[src/rtl/regfile16_pkg.sv]
// Shared sizing and types for the 16-entry register file.
// No logic; constants and the register index type only.
// No flow control involved.
package regfile16_pkg;

    localparam int NUM_REGS = 16;
    localparam int ADDR_W   = 4;

    typedef logic [ADDR_W-1:0] reg_addr_t;

endpackage

[src/rtl/regfile16_dec.sv]
// 4-to-16 one-hot write decoder, all outputs low when the enable is low.
// Latency: combinational.
// Backpressure: none; pure decode.
module dec4_16
    import regfile16_pkg::*;
(
    input  logic                en,
    input  reg_addr_t           addr,
    output logic [NUM_REGS-1:0] onehot
);

    // Raise exactly one enable line for the addressed register when enabled
    always_comb begin
        onehot = '0;
        if (en) begin
            onehot[addr] = 1'b1;
        end
    end

endmodule

[src/rtl/regfile16_mux.sv]
// 16:1 single-bit multiplexer, the building block of each read port.
// Latency: combinational.
// Backpressure: none; pure select.
module mux16_1
    import regfile16_pkg::*;
(
    input  logic [NUM_REGS-1:0] din,
    input  reg_addr_t           sel,
    output logic                dout
);

    assign dout = din[sel];

endmodule

[src/rtl/regfile16.sv]
// 16 x WIDTH register file, one write port, two combinational read ports, hardwired-zero entry.
// Latency: writes visible the cycle after the write edge; reads combinational (same cycle with REGFILE16_BYPASS_EN).
// Backpressure: none; every write and read completes unconditionally.
module regfile16
    import regfile16_pkg::*;
#(
    parameter int WIDTH    = 64,
    parameter int ZERO_REG = 15
) (
    input  logic             clk,
    input  logic             reset_n,
    input  logic             wr_en,
    input  reg_addr_t        wr_addr,
    input  logic [WIDTH-1:0] wr_data,
    input  reg_addr_t        rd_addr_a,
    input  reg_addr_t        rd_addr_b,
    output logic [WIDTH-1:0] rd_data_a,
    output logic [WIDTH-1:0] rd_data_b
);

    logic [NUM_REGS-1:0] we;
    logic [WIDTH-1:0]    regs [NUM_REGS];
    logic [WIDTH-1:0]    mux_a;
    logic [WIDTH-1:0]    mux_b;

    dec4_16 u_dec (
        .en     (wr_en),
        .addr   (wr_addr),
        .onehot (we)
    );

    // The zero entry never loads, so its reset value of 0 is what every read of it sees
    for (genvar i = 0; i < NUM_REGS; i++) begin : g_reg
        // Register i: cleared asynchronously by reset, loads wr_data on its decoded enable
        always_ff @(posedge clk or negedge reset_n) begin
            if (!reset_n) begin
                regs[i] <= '0;
            end else if (we[i] && (i != ZERO_REG)) begin
                regs[i] <= wr_data;
            end
        end
    end

    // Each output bit is a 16:1 select over that bit column of all registers
    for (genvar b = 0; b < WIDTH; b++) begin : g_bit
        logic [NUM_REGS-1:0] col;
        for (genvar i = 0; i < NUM_REGS; i++) begin : g_col
            assign col[i] = regs[i][b];
        end
        mux16_1 u_mux_a (
            .din  (col),
            .sel  (rd_addr_a),
            .dout (mux_a[b])
        );
        mux16_1 u_mux_b (
            .din  (col),
            .sel  (rd_addr_b),
            .dout (mux_b[b])
        );
    end

`ifdef REGFILE16_BYPASS_EN
    logic byp_a;
    logic byp_b;

    // Forward in-flight write data; suppressed in reset so reads stay 0 while the array is held clear
    always_comb begin
        byp_a = reset_n && wr_en && (wr_addr == rd_addr_a) && (wr_addr != ADDR_W'(ZERO_REG));
        byp_b = reset_n && wr_en && (wr_addr == rd_addr_b) && (wr_addr != ADDR_W'(ZERO_REG));
    end

    assign rd_data_a = byp_a ? wr_data : mux_a;
    assign rd_data_b = byp_b ? wr_data : mux_b;
`else
    assign rd_data_a = mux_a;
    assign rd_data_b = mux_b;
`endif

endmodule

[config.mk]
export PLATFORM = sky130hd
export DESIGN_NAME = regfile16
export DESIGN_NICKNAME = d
export VERILOG_FILES = /design/src/rtl/regfile16_pkg.sv /design/src/rtl/regfile16_dec.sv /design/src/rtl/regfile16_mux.sv /design/src/rtl/regfile16.sv
export SDC_FILE = /design/constraint.sdc
export NUM_CORES = 2
export LEC_CHECK = 0
export BUFFER_PORTS_ARGS = -buffer_cell sky130_fd_sc_hd__buf_2
export CAP_MARGIN = 20
export CORE_ASPECT_RATIO = 1.5
export CORE_MARGIN = 5
export CORE_UTILIZATION = 60
export CTS_CLUSTER_SIZE = 8
export DETAILED_ROUTE_END_ITERATION = 8
export PLACE_DENSITY = 0.78
export SLEW_MARGIN = 20
export SYNTH_ARGS = -nofsm -noshare
export SYNTH_HDL_FRONTEND = slang
export SYNTH_SLANG_ARGS = --single-unit
[constraint.sdc]
create_clock -name clk -period 3.33 [get_ports clk]
set_input_delay 0.666 -clock clk [delete_from_list [all_inputs] [get_ports clk]]
set_output_delay 0.666 -clock clk [all_outputs]
set_load 0.01 [all_outputs]
==> qor.log <==
INFO  outcome        run_status=completed
INFO  synth          mappedNetlistArea=0.0528mm²
INFO  synth          synth_nets=3875
INFO  floorplanning  boundaryPins=207
INFO  global_routing via_count_of_the_first_global_routing_pass=37216
INFO  run            timing.max_cap.violations=0
INFO  finish         layout-drive-gt1-share=44.8%
INFO  sta            max_clock_freq=305MHz
INFO  finish         largest_register_ffs=960
INFO  route          dr_wl_met2=72400µm
INFO  route          detail_routed_via_count_per_cell=6.81
INFO  floorplanning  die_width=252µm
INFO  critical_path  worstPathCellList=buf_8 -> buf_16 -> mux4_2 -> mux2i_1 -> o21ai_0 -> buf_4 -> buf_2
INFO  global_routing maximum_number_of_pins_on_one_net_before_global_route_repair=98
INFO  critical_path  timing.critical_path.required=2.66ns
INFO  pwr            vdd_drop_max=533µV
INFO  route          drt_first_iter_violations=2941
INFO  floorplanning  die_height=373µm
INFO  sta            slew_headroom=49.3%
INFO  sta            period_minus_slack=3.27ns
INFO  cts            cts_tree=yes
INFO  cts            clockRootBuffer=sky130_fd_sc_hd__clkbuf_16
INFO  sta            finalSetupTns=0ns
INFO  floorplanning  row_count=133
INFO  finish         finalInstanceArea=0.0589mm²
INFO  global_routing grt_remaining_overflow=0
INFO  placed_design  numPortBuffers=206
INFO  floorplanning  design.die.area=0.0941mm²
INFO  route          detailroute.wirelength.met3=11100µm
INFO  finish         area_growth_synth_to_finish=11.6%
INFO  pwr            switching_share=27.9%
INFO  placed_design  routabilityCongestion=0.820
INFO  route          maxUsedRoutingLayer=met5
INFO  critical_path  crit_path_max_incr_delay=0.54ns
INFO  critical_path  timing.critical_path.max_delay_family=buffers and inverters
INFO  cts            cts-root-to-sink-buffers=3
INFO  synth          yosysUniqueCellTypes=31
INFO  critical_path  critPathSlowestCell=sky130_fd_sc_hd__mux4_2
INFO  sta            transition_time_at_the_pin_with_the_least_slew_margin=0.761ns
INFO  critical_path  cp-start-kind=input pin
INFO  synth          number_of_storage_elements_in_the_synthesis_netlist=960
INFO  pwr            power-per-cell-area=633mW/mm²
INFO  critical_path  path_max_fanout=33
INFO  synth          post-synth-top-area-cell=sky130_fd_sc_hd__dfrtp_1
INFO  critical_path  critPathBufInv=4
INFO  synth          synthesis.instances=3796
INFO  synth          synth.avg_cell_area=13.9µm²
INFO  synth          synth-warning-count=64
INFO  sta            grt_setup_unrepaired=false
INFO  pwr            power.internal=26900µW
INFO  min_path       min_path_type=input pin to register
INFO  cts            clock_transition_at_the_register_clock_pins_on_the_worst_setup_and_hold_paths_after_cts=0.05ns
INFO  finish         finalCoreUtilization=67.3%
INFO  pwr            p_sw=10400µW
INFO  cts            worstSkewPairLatency=0.72ns
INFO  cts            cts_inserted_buffers=137
INFO  pwr            power.combinational.fraction=22.9%
INFO  route          num_vias=34148
INFO  synth          synth-seq-area-share=45.5%
INFO  pwr            power.sequential.fraction=44.1%
INFO  critical_path  worst-setup-path-type=input pin to primary output
INFO  floorplanning  initial_core_util=60.3%
INFO  route          route.antenna.remaining_nets=0
INFO  cts            post-cts-setup-buffers=0
INFO  sta            finalHoldViolations=0
INFO  route          drt_total_wl=145000µm
INFO  sta            report.final.setup_viol=0
INFO  global_routing track_usage=31.1%
INFO  sta            fin_skew=0ns
INFO  synth          synth_top_cell_area_share=45.5%
INFO  cts            cts_htree_levels=4
INFO  floorplanning  core_area=0.0875mm²
INFO  sta            max_slew_violation_total_from_the_final_report=0
INFO  pwr            clkPwrFrac=33.1%
INFO  finish         layout.cells.most_common=sky130_fd_sc_hd__dfrtp_1
INFO  sta            final_min_period_over_clock_period=98.3%
INFO  critical_path  critPathArrivalTime=2.61ns
INFO  synth          yosys-top-cells-area=sky130_fd_sc_hd__dfrtp_1 (46%), sky130_fd_sc_hd__mux2_2 (16%), sky130_fd_sc_hd__mux4_2 (14%), sky130_fd_sc_hd__mux2i_1 (7.3%), sky130_fd_sc_hd__buf_4 (2.7%)
INFO  route          wire_per_inst=29.0µm
INFO  finish         layout.cells.most_common_list=sky130_fd_sc_hd__dfrtp_1 (960), sky130_fd_sc_hd__mux2_2 (753), sky130_fd_sc_hd__mux2i_1 (384), sky130_fd_sc_hd__mux4_2 (320), sky130_fd_sc_hd__buf_2 (197)
INFO  placed_design  detailed_place_hpwl=89800µm
INFO  route          drt-met1-wl=55800µm
INFO  finish         nets=3926
INFO  global_routing antenna_found_initial=15
INFO  pwr            p_leak=0.0258µW
INFO  route          drt_pass1_iterations=5
INFO  placed_design  post_dp_cell_area=0.0552mm²
INFO  global_routing wire_length_of_the_first_global_routing_pass=225000µm
INFO  route          dr_drc_count=0
INFO  cts            numClockSinks=960
INFO  critical_path  critPathCaptureType=primary output
repair_timing:
action	CTS	global route
hold endpoints to repair	48	0
cloned	1	1
hold buffers	1	0
setup endpoints to repair	1	3
pin swaps	1	0
gates resized for setup	0	4
cell families (layout without fill, tap and decap cells):
family                 after synthesis  count (layout)  share of synthesized area (%)
AOI/OAI and AO/OA                  448             448                           5.86
buffers and inverters              567             628                           5.96
DFF                                960             960                           45.5
muxes                             1600            1600                           40.5
other                                0              13                              0
and+or+nand+nor                    221             222                           2.15
metal layers:
metal,vias up,GRT usage (%)
met4,8,12.5
li1,14274,-
met5,-,0
met2,1445,51.2
met3,376,7.69
met1,18045,39.8
cell usage after synthesis:
master                      instances
sky130_fd_sc_hd__buf_6             19
sky130_fd_sc_hd__dfrtp_1          960
sky130_fd_sc_hd__buf_4            187
sky130_fd_sc_hd__o221ai_1          65
sky130_fd_sc_hd__a21oi_1           63
sky130_fd_sc_hd__clkbuf_1         145
sky130_fd_sc_hd__a211oi_2          10
sky130_fd_sc_hd__mux2_2           753
sky130_fd_sc_hd__nand2_1           69
sky130_fd_sc_hd__nand3b_1           1
sky130_fd_sc_hd__nor2_2             5
sky130_fd_sc_hd__mux2_1            83
sky130_fd_sc_hd__nor3b_2            1
sky130_fd_sc_hd__mux2_4            60
sky130_fd_sc_hd__a211oi_1          53
sky130_fd_sc_hd__buf_1             16
sky130_fd_sc_hd__o2bb2ai_1         63
sky130_fd_sc_hd__or3_1              2
sky130_fd_sc_hd__mux4_2           320
sky130_fd_sc_hd__nor2_1             3
sky130_fd_sc_hd__nand2b_1           5
sky130_fd_sc_hd__inv_1             64
sky130_fd_sc_hd__mux2i_1          384
sky130_fd_sc_hd__nor2_4             2
sky130_fd_sc_hd__nor2b_1           65
sky130_fd_sc_hd__o21ai_0          129
sky130_fd_sc_hd__a22oi_1           64
sky130_fd_sc_hd__buf_2            136
sky130_fd_sc_hd__o211ai_1           1
sky130_fd_sc_hd__or2_2              1
sky130_fd_sc_hd__nand3_1           67
path summary, 6_finish.rpt:
path	end	from	cells past startpoint	slack [ns]
worst max-delay path	rd_data_b[62]	rd_addr_b[0]	7	0.06
worst min-delay path	g_bit[35].col[13]	wr_data[35]	3	0.30
worst max register to register	g_bit[23].col[6]	g_bit[23].col[6]	1	2.49
worst min register to register	g_bit[22].col[10]	g_bit[22].col[10]	1	0.50
max in group asynchronous	g_bit[22].col[5]	reset_n	3	1.73
min in group asynchronous	g_bit[58].col[3]	reset_n	2	0.49
area by class of cell:
type                    count  area [µm²]
diodes                     13        32.5
clock buffers             142        3550
clock inverters             8        92.6
fillers                  6166       28600
inverters                  64         240
multi-input cells        2270       25700
flip-flops and latches    960       24000
well taps                1147        1440
repair buffers            414        3800
stage by stage:
stage	power, µW	instances	worst slack, ns	hold WS (ns)
after CTS	37500	5004	0.00903	0.258
after detailed placement	25000	4852	-0.115	0.494
final	37300	5018	0.0555	0.299
after floorplan	22600	3796	0.531	0.370
after global placement	24600	4852	-0.0231	0.479
after global routing	39000	5010	0.0197	0.299
power by group through the flow:
stage,logic [µW],clock network [µW],registers [µW]
floorplan,6770,0,15900
global placement,8230,0,16400
detailed placement,8470,0,16600
CTS,8550,12500,16400
global route,9240,13000,16800
finish,8530,12300,16400
(Power assumes the default switching activity.)
